`config.mk`:
```
export PLATFORM = sky130hd
export DESIGN_NAME = purge_controller
export DESIGN_NICKNAME = d
export VERILOG_FILES = /design/src/rtl/purge_controller.sv
export SDC_FILE = /design/constraint.sdc
export NUM_CORES = 1
export LEC_CHECK = 0
export CORE_MARGIN = 2
export CORE_UTILIZATION = 45
export DETAILED_ROUTE_END_ITERATION = 12
export PLACE_DENSITY_LB_ADDON = 0.15
export SYNTH_ARGS = -nofsm -noshare
export SYNTH_HDL_FRONTEND = slang
export SYNTH_SLANG_ARGS = --single-unit
```
`constraint.sdc`:
```
create_clock -name i_clk -period 4.2 [get_ports i_clk]
set_input_delay 0.63 -clock i_clk [delete_from_list [all_inputs] [get_ports i_clk]]
set_output_delay 0.63 -clock i_clk [all_outputs]
set_load 0.01 [all_outputs]
```
`src/rtl/purge_controller.sv`:
```
// Self-purging redundant adder controller: votes over the non-purged module outputs
// and permanently disables any module that disagrees with the vote MISS_LIMIT times in a row.
module purge_controller #(
    parameter int N          = 6,
    parameter int THR        = 4,
    parameter int MISS_LIMIT = 3,
    parameter int CNT_W      = 2
) (
    input  logic                   i_clk,
    input  logic                   i_rst_n,
    input  logic [N-1:0]           i_mod_out,
    input  logic                   i_in_valid,
    output logic                   o_in_ready,
    input  logic                   i_clear,
    output logic [N-1:0]           o_gated_out,
    output logic                   o_vote_out,
    output logic                   o_vote_vld,
    output logic [N-1:0]           o_purged,
    output logic                   o_fault_evt,
    output logic [$clog2(N+1)-1:0] o_active_cnt,
    output logic                   o_alarm
);

    localparam int PW = $clog2(N+1);

    typedef enum logic [1:0] {
        ST_RUN   = 2'd0,
        ST_PURGE = 2'd1,
        ST_FAIL  = 2'd2
    } state_t;

    function automatic logic [PW-1:0] popcount(input logic [N-1:0] vec);
        logic [PW-1:0] sum;
        sum = '0;
        for (int k = 0; k < N; k++) begin
            sum = sum + PW'(vec[k]);
        end
        return sum;
    endfunction

    state_t        r_state;
    logic [N-1:0]  r_purged;
    logic          r_vote;
    logic          r_vote_vld;
    logic          r_fault_evt;
    logic [PW-1:0] r_active_cnt;
    logic          r_alarm;

    logic [N-1:0]  w_gated;
    logic          w_accept;
    logic          w_vote;
    logic          w_compare;
    logic [N-1:0]  w_mismatch;
    logic [N-1:0]  w_hit;
    logic [N-1:0]  w_purged_next;
    logic [PW-1:0] w_active_next;

    assign w_gated       = i_mod_out & ~r_purged;
    assign o_in_ready    = (r_state != ST_PURGE);
    assign w_accept      = i_in_valid & o_in_ready;
    assign w_vote        = (popcount(w_gated) >= PW'(THR));
    // Disagreement tracking only happens in RUN; FAIL still votes but never purges.
    assign w_compare     = w_accept && (r_state == ST_RUN) && !i_clear;
    assign w_purged_next = r_purged | w_hit;
    assign w_active_next = popcount(~w_purged_next);

    genvar gi;
    generate
        for (gi = 0; gi < N; gi++) begin : g_mod
            logic [CNT_W-1:0] r_cnt;

            assign w_mismatch[gi] = !r_purged[gi] && (i_mod_out[gi] != w_vote);
            // A module is purged on the mismatch that would bring its count to MISS_LIMIT.
            assign w_hit[gi]      = w_compare && w_mismatch[gi] &&
                                    (r_cnt >= CNT_W'(MISS_LIMIT - 1));

            always_ff @(posedge i_clk or negedge i_rst_n) begin
                if (!i_rst_n) begin
                    r_cnt <= '0;
                end else if (i_clear) begin
                    r_cnt <= '0;
                end else if (w_compare && !r_purged[gi]) begin
                    if (w_hit[gi]) begin
                        r_cnt <= '0;
                    end else if (w_mismatch[gi]) begin
                        r_cnt <= (r_cnt == CNT_W'(MISS_LIMIT)) ? r_cnt : r_cnt + 1'b1;
                    end else begin
                        r_cnt <= '0;
                    end
                end
            end
        end
    endgenerate

    always_ff @(posedge i_clk or negedge i_rst_n) begin
        if (!i_rst_n) begin
            r_state      <= ST_RUN;
            r_purged     <= '0;
            r_vote       <= 1'b0;
            r_vote_vld   <= 1'b0;
            r_fault_evt  <= 1'b0;
            r_active_cnt <= PW'(N);
            r_alarm      <= 1'b0;
        end else begin
            r_vote_vld  <= w_accept & ~i_clear;
            r_fault_evt <= 1'b0;
            if (w_accept && !i_clear) begin
                r_vote <= w_vote;
            end
            if (i_clear) begin
                r_state      <= ST_RUN;
                r_purged     <= '0;
                r_active_cnt <= PW'(N);
                r_alarm      <= 1'b0;
            end else begin
                case (r_state)
                    ST_RUN: begin
                        // Purge results are made visible during the PURGE cycle itself.
                        if (|w_hit) begin
                            r_purged     <= w_purged_next;
                            r_active_cnt <= w_active_next;
                            r_fault_evt  <= 1'b1;
                            r_alarm      <= (w_active_next < PW'(THR));
                            r_state      <= ST_PURGE;
                        end
                    end
                    ST_PURGE: r_state <= r_alarm ? ST_FAIL : ST_RUN;
                    ST_FAIL:  r_state <= ST_FAIL;
                    default:  r_state <= ST_RUN;
                endcase
            end
        end
    end

    assign o_gated_out  = w_gated;
    assign o_vote_out   = r_vote;
    assign o_vote_vld   = r_vote_vld;
    assign o_purged     = r_purged;
    assign o_fault_evt  = r_fault_evt;
    assign o_active_cnt = r_active_cnt;
    assign o_alarm      = r_alarm;

endmodule

```
======== After elaboration in Yosys (flattened, before gate mapping) ========
Index checks and enable logic that the tools add are counted.
word-level totals
  logic and storage cells ................. 163
  register bits ........................... 27
  memory bits (read-only) ................. 0
  bits in latches ......................... 0
  memories ................................ 0
  RAM bits ................................ 0
  output and inout port bits .............. 20
cells by class
  bitwise logic cells ..................... 7
  eq/ne operators ......................... 22
  multipliers ............................. 0
  add/subtract/negate cells ............... 16
  multiplexer cells ....................... 46
  div/mod/pow operators ................... 0
  reduce and logical (&&, ||, !) cells .... 51
  shift operators ......................... 0
  magnitude comparators ................... 8
operators with widths
  cell                 count
  $mux 2               33
  $logic_and 1x1->1    27
  $ne 4x4->1 const B   6
  $add 3x1->3          6
  $mux 6               3
  $reduce_bool 2->1    8
  $eq 2x2->1 const B   7
  $reduce_and 2->1     7
  $add 2x1->2 const B  6
  $ge 2x2->1 const B   6
  $not 6->6            2
  $mux 3               3
  $logic_not 1->1      7
  $add 2x1->3          2
  $and 6x6->6          1
  $mux 1               6
  $ne 1x1->1           6
  $or 6x6->6           1
  $pmux 2 s3           1
  $reduce_or 6->1      1
  $add 1x1->2          2
  $ge 3x3->1 const B   1
  $lt 3x3->1 const B   1
  $ne 3x2->1 const B   1
  5 further kinds      6

======== Depth between registers and ports, before layout ========
  depth in word-level cells ............... 23
  gate-level depth with buffers ........... 17
  depth with buffers taken out ............ 17

======== Worst setup path before layout ========
OpenSTA, ideal clock, no wires.
  kind .................................... input port to flip-flop
  from .................................... in i_mod_out[0]
  to ...................................... reg r_active_cnt[1] (netlist: o_active_cnt[1])
  required time ........................... 4.125 ns
  path slack .............................. -0.528 ns
  data arrival time ....................... 4.653 ns
  cell stages on the path ................. 17
  path through ............................ nor2b_1 inv_1 fa_1 fa_1 inv_1 ha_1 a31oi_4 xnor2_1 a31oi_1 fa_1 inv_1 fa_1 inv_1 ha_1 fa_1 inv_1 mux2i_1
on the way
  longest elaborated chain between the ends .. 21
  elaborated cells between the ends (all ways) .. 44
ends and longest elaborated chain
  item                             line  source
  start: declaration               11    input logic [N-1:0] i_mod_out,
  $and 6x6->6                      58    assign w_gated = i_mod_out & ~r_purged;
  $add 1x1->2                      36    sum = sum + PW'(vec[k]);
  $add 2x1->3                      36
  $add 3x1->3 (3 in series)        36
  $ge 3x3->1                       61    assign w_vote = (popcount(w_gated) >= PW'(THR));
  $ne 1x1->1                       72    assign w_mismatch[gi] = !r_purged[gi] && (i_mod_out[gi] != w_vote);
  $logic_and 1x1->1                72
  $logic_and 1x1->1 (2 in series)  74    assign w_hit[gi] = w_compare && w_mismatch[gi] &&
  $or 6x6->6                       64    assign w_purged_next = r_purged | w_hit;
  $not 6->6                        65    assign w_active_next = popcount(~w_purged_next);
  $add 1x1->2                      36
  $add 2x1->3                      36
  $add 3x1->3 (3 in series)        36
  $mux 3                           119   if (|w_hit) begin
  $mux 3                           116   case (r_state)
  $mux 3                           110   if (i_clear) begin
  end signal: assignment           102   r_active_cnt <= PW'(N);
  end signal: assignment           113   r_active_cnt <= PW'(N);
  end signal: assignment           121   r_active_cnt <= w_active_next;
  end: declaration                 46    logic [PW-1:0] r_active_cnt;
Parallel ways exist; a longest one is shown, timed or not. The select of a mux whose other input is x is not followed.
A chain may end at the register's enable or synchronous reset.

======== Worst setup path after layout ========
Same ends and word-level chain as after synthesis.

==> flow_metrics.tcl <==
set metrics [dict create \
    grt_use_total_pct 21.1 \
    r2r_start "o_purged[0]$_DFFE_PN0P_" \
    violations "negative setup slack" \
    area_delta_synth_final_pct 37.2 \
    clkTransAtPathRegs_ps 100 \
    via_count 1556 \
    clock_skew_ps 6.38 \
    gp_congestion 0.772 \
    syn_inst 193 \
    yosysTopAreaCell "dfrtp_1" \
    critical_path_class "in -> reg" \
    detail-route-antenna-nets 0 \
    p_total_mw 0.646 \
    tightest_slew_ps 1050 \
    final.min_clock_period_ps 4290 \
    grt_max_degree 24 \
    synth.ff_latch_count 27 \
    yosysSeqAreaShare_pct 37.7 \
    drive_above_1_share_pct 24.4 \
    r2r_cells 16 \
    insertion_delay_ps 280 \
    fin_ws_ps -90.5 \
    drc 0 \
    grt_pass1_wl_mm 7.09 \
    routed_wl_mm 4.20 \
    core_area_um2 3740 \
    slew_viol_final 0 \
    crit_arrival_ps 4510 \
    initialDrtViolationCount 101 \
    hold_ws_ps 528 \
    rsz0062_at_grt "true" \
    synth_cell_types 40 \
    io_pins 30 \
    required_ps 4420 \
    vias_per_cell 5.15 \
    reg2reg_slack_ps -90 \
    final.setup.tns_ps -90.5 \
    cp-end-kind "register" \
    portBuffers 29 \
    max_freq_mhz 233 \
    setup_viol_count_final 1 \
    die_w_um 67.2 \
    startpoint "i_mod_out[0]" \
    crit_path_end "o_active_cnt[1]$_DFFE_PN1P_" \
    cts_tree "done" \
    yosysWarnings 0 \
    start_util_pct 48.0 \
    syn-cell-area_um2 1800 \
    cap_violations 0 \
    async_reset_ff_share_pct 100 \
    first_pass_iters 4 \
    grt_antenna_before_repair 0 \
    powerDensity_nw_per_um2 262 \
    numCtsBuffers 3 \
    synth-edff-count 0 \
    dieArea_um2 4510 \
    hold_viol 0 \
    startpoint_type "input port" \
    cellLeakagePower_nw 1.21 \
    rows 22 \
    cts_max_path_buffers 2 \
    synth_area_leaders "dfrtp_1 35%, ha_1 9.7%, fa_1 5.6%, inv_1 5.0%, a21oi_1 4.2%" \
    n_antenna_cell 0 \
    synth.most_common_cell "dfrtp_1" \
    dp_hpwl_mm 3.30 \
    overflow 0 \
    syn-mean-instance-area_um2 9.31 \
    synth-main-ff-cell "dfrtp_1" \
    cts-htree-levels 1 \
    nets 284 \
    routedWlPerCell_um 13.9 \
    relSlewSlack_pct 29.5 \
    syn-num-nets 222 \
    chipHeight_um 67.2 \
    status "complete, but fails checks" \
    first_global_vias 1640 \
    synth_top_area_share_pct 34.8 \
    cts-root-buf "clkbuf_8" \
    postCtsHoldBufs 0 \
    peakVddDrop_mv 0.189 \
    finalCritPeriodShare_pct 102 \
    worstPathMaxFanout 4 \
    clock_sinks 27 \
    ys_top_cells_by_count "25 x dfrtp_1, 24 x inv_1, 20 x nor2_1" \
    hp-class "reg -> reg" \
    regToRegEndpoint "o_active_cnt[1]$_DFFE_PN1P_" \
]
[metal layers]
| layer | vias to the layer above | GRT usage (%) | part of all wire, % |
|---|---|---|---|
| met3 | 5 | 2.83 | 3.0 |
| met5 | - | 0 | 0 |
| met2 | 26 | 40.7 | 55 |
| met4 | 0 | 6.38 | 1.1 |
| li1 | 764 | - | - |
| met1 | 761 | 24.0 | 41 |
[state kept, by name, indices dropped and copies added, names as in the netlist]
name and count:
g_mod.r_cnt 12, o_active_cnt 3, o_alarm 1, o_fault_evt 1, o_purged 6, o_vote_out 1, o_vote_vld 1, r_state 2
[worst min path at each step]
stage | cells after the start | end | from | slack, ps
finish | 2 | o_active_cnt[2]$_DFFE_PN1P_ | o_active_cnt[2]$_DFFE_PN1P_ | 530
global route | 2 | o_alarm$_DFFE_PN0P_ | o_alarm$_DFFE_PN0P_ | 580
CTS | 2 | o_active_cnt[2]$_DFFE_PN1P_ | o_active_cnt[2]$_DFFE_PN1P_ | 530
detailed placement | 2 | o_active_cnt[2]$_DFFE_PN1P_ | o_active_cnt[2]$_DFFE_PN1P_ | 520
global placement | 2 | o_active_cnt[2]$_DFFE_PN1P_ | o_active_cnt[2]$_DFFE_PN1P_ | 500
floorplan | 0 | g_mod[0].r_cnt[0]$_DFFE_PN0P_ | i_rst_n | 330
[cell families (layout without fill, tap and decap cells)]
| kind of cell | Yosys count | after routing | synth area share [%] |
|---|---|---|---|
| buffers and inverters | 27 | 88 | 6.48 |
| AO/OA/AOI/OAI | 33 | 33 | 11.9 |
| XOR/XNOR | 5 | 5 | 2.44 |
| multiplexers | 4 | 4 | 2.51 |
| flip-flops | 27 | 27 | 37.7 |
| adder cells (fa/ha/maj) | 19 | 19 | 15.3 |
| AND/OR/NAND/NOR | 78 | 78 | 23.6 |
[stage by stage]
stage | std cells | util [%] | worst slack (ps) | instance area (µm²)
floorplan | 193 | - | -249 | 1850
global placement | 295 | 63.7 | -717 | 2390
detailed placement | 295 | 63.7 | -837 | 2390
CTS | 300 | 65.4 | -189 | 2450
global route | 302 | 65.8 | -297 | 2460
finish | 302 | 65.8 | -90.5 | 2460
[critical path, cell delays in order]
cell     delay (ps)
buf_6            70
nor2b_4         130
inv_2            40
fa_1            490
fa_2            570
inv_2            50
a31oi_4         280
xnor2_2         170
a31oi_2         140
fa_1            530
inv_2            40
fa_1            500
inv_1            50
ha_2            170
fa_1            490
inv_1            40
mux2i_1         120
[where the power goes]
| part | total [mW] | internal, mW | switching (mW) |
|---|---|---|---|
| clock network | 0.158 | 0.0676 | 0.0906 |
| logic | 0.209 | 0.110 | 0.0987 |
| registers | 0.279 | 0.270 | 0.00906 |
[area by class of cell]
| type | count | area (µm²) |
|---|---|---|
| clock inverter | 1 | 7.51 |
| tap | 48 | 60.1 |
| clock buffer | 3 | 41.3 |
| fill | 318 | 1280 |
| sequential | 27 | 678 |
| inverter | 24 | 90.1 |
| timing repair buffer | 60 | 514 |
| multi-input combinational | 139 | 1070 |
[repair_timing]
item	CTS	global route
pin swaps	9	7
endpoints found under the setup margin	4	4
gates resized for setup	17	0
setup buffers	1	2
[placed cells by master (no fill, tap or decap), types with 2 or more instances in the layout]
cell             netlist  final
a31oi_2                0      2
dfstp_2                2      2
buf_4                  0     31
a2bb2oi_1              2      2
inv_2                  0      4
or2_2                  2      2
nand2_1               18     18
clkbuf_8               0      3
xnor2_2                0      3
xnor2_1                5      2
a21oi_1               15     14
nor2b_1                6      5
o21ai_0                5      5
nor3_1                 4      4
nor2_1                20     20
nand2b_1               9      8
mux2i_1                3      3
and2_1                 3      3
clkdlybuf4s50_1        0     26
inv_1                 24     20
dfrtp_1               25     25
fa_1                   5      4
or4_1                  6      6
ha_1                  14     12
buf_2                  0      2
Power figures use the tool's default switching activity.
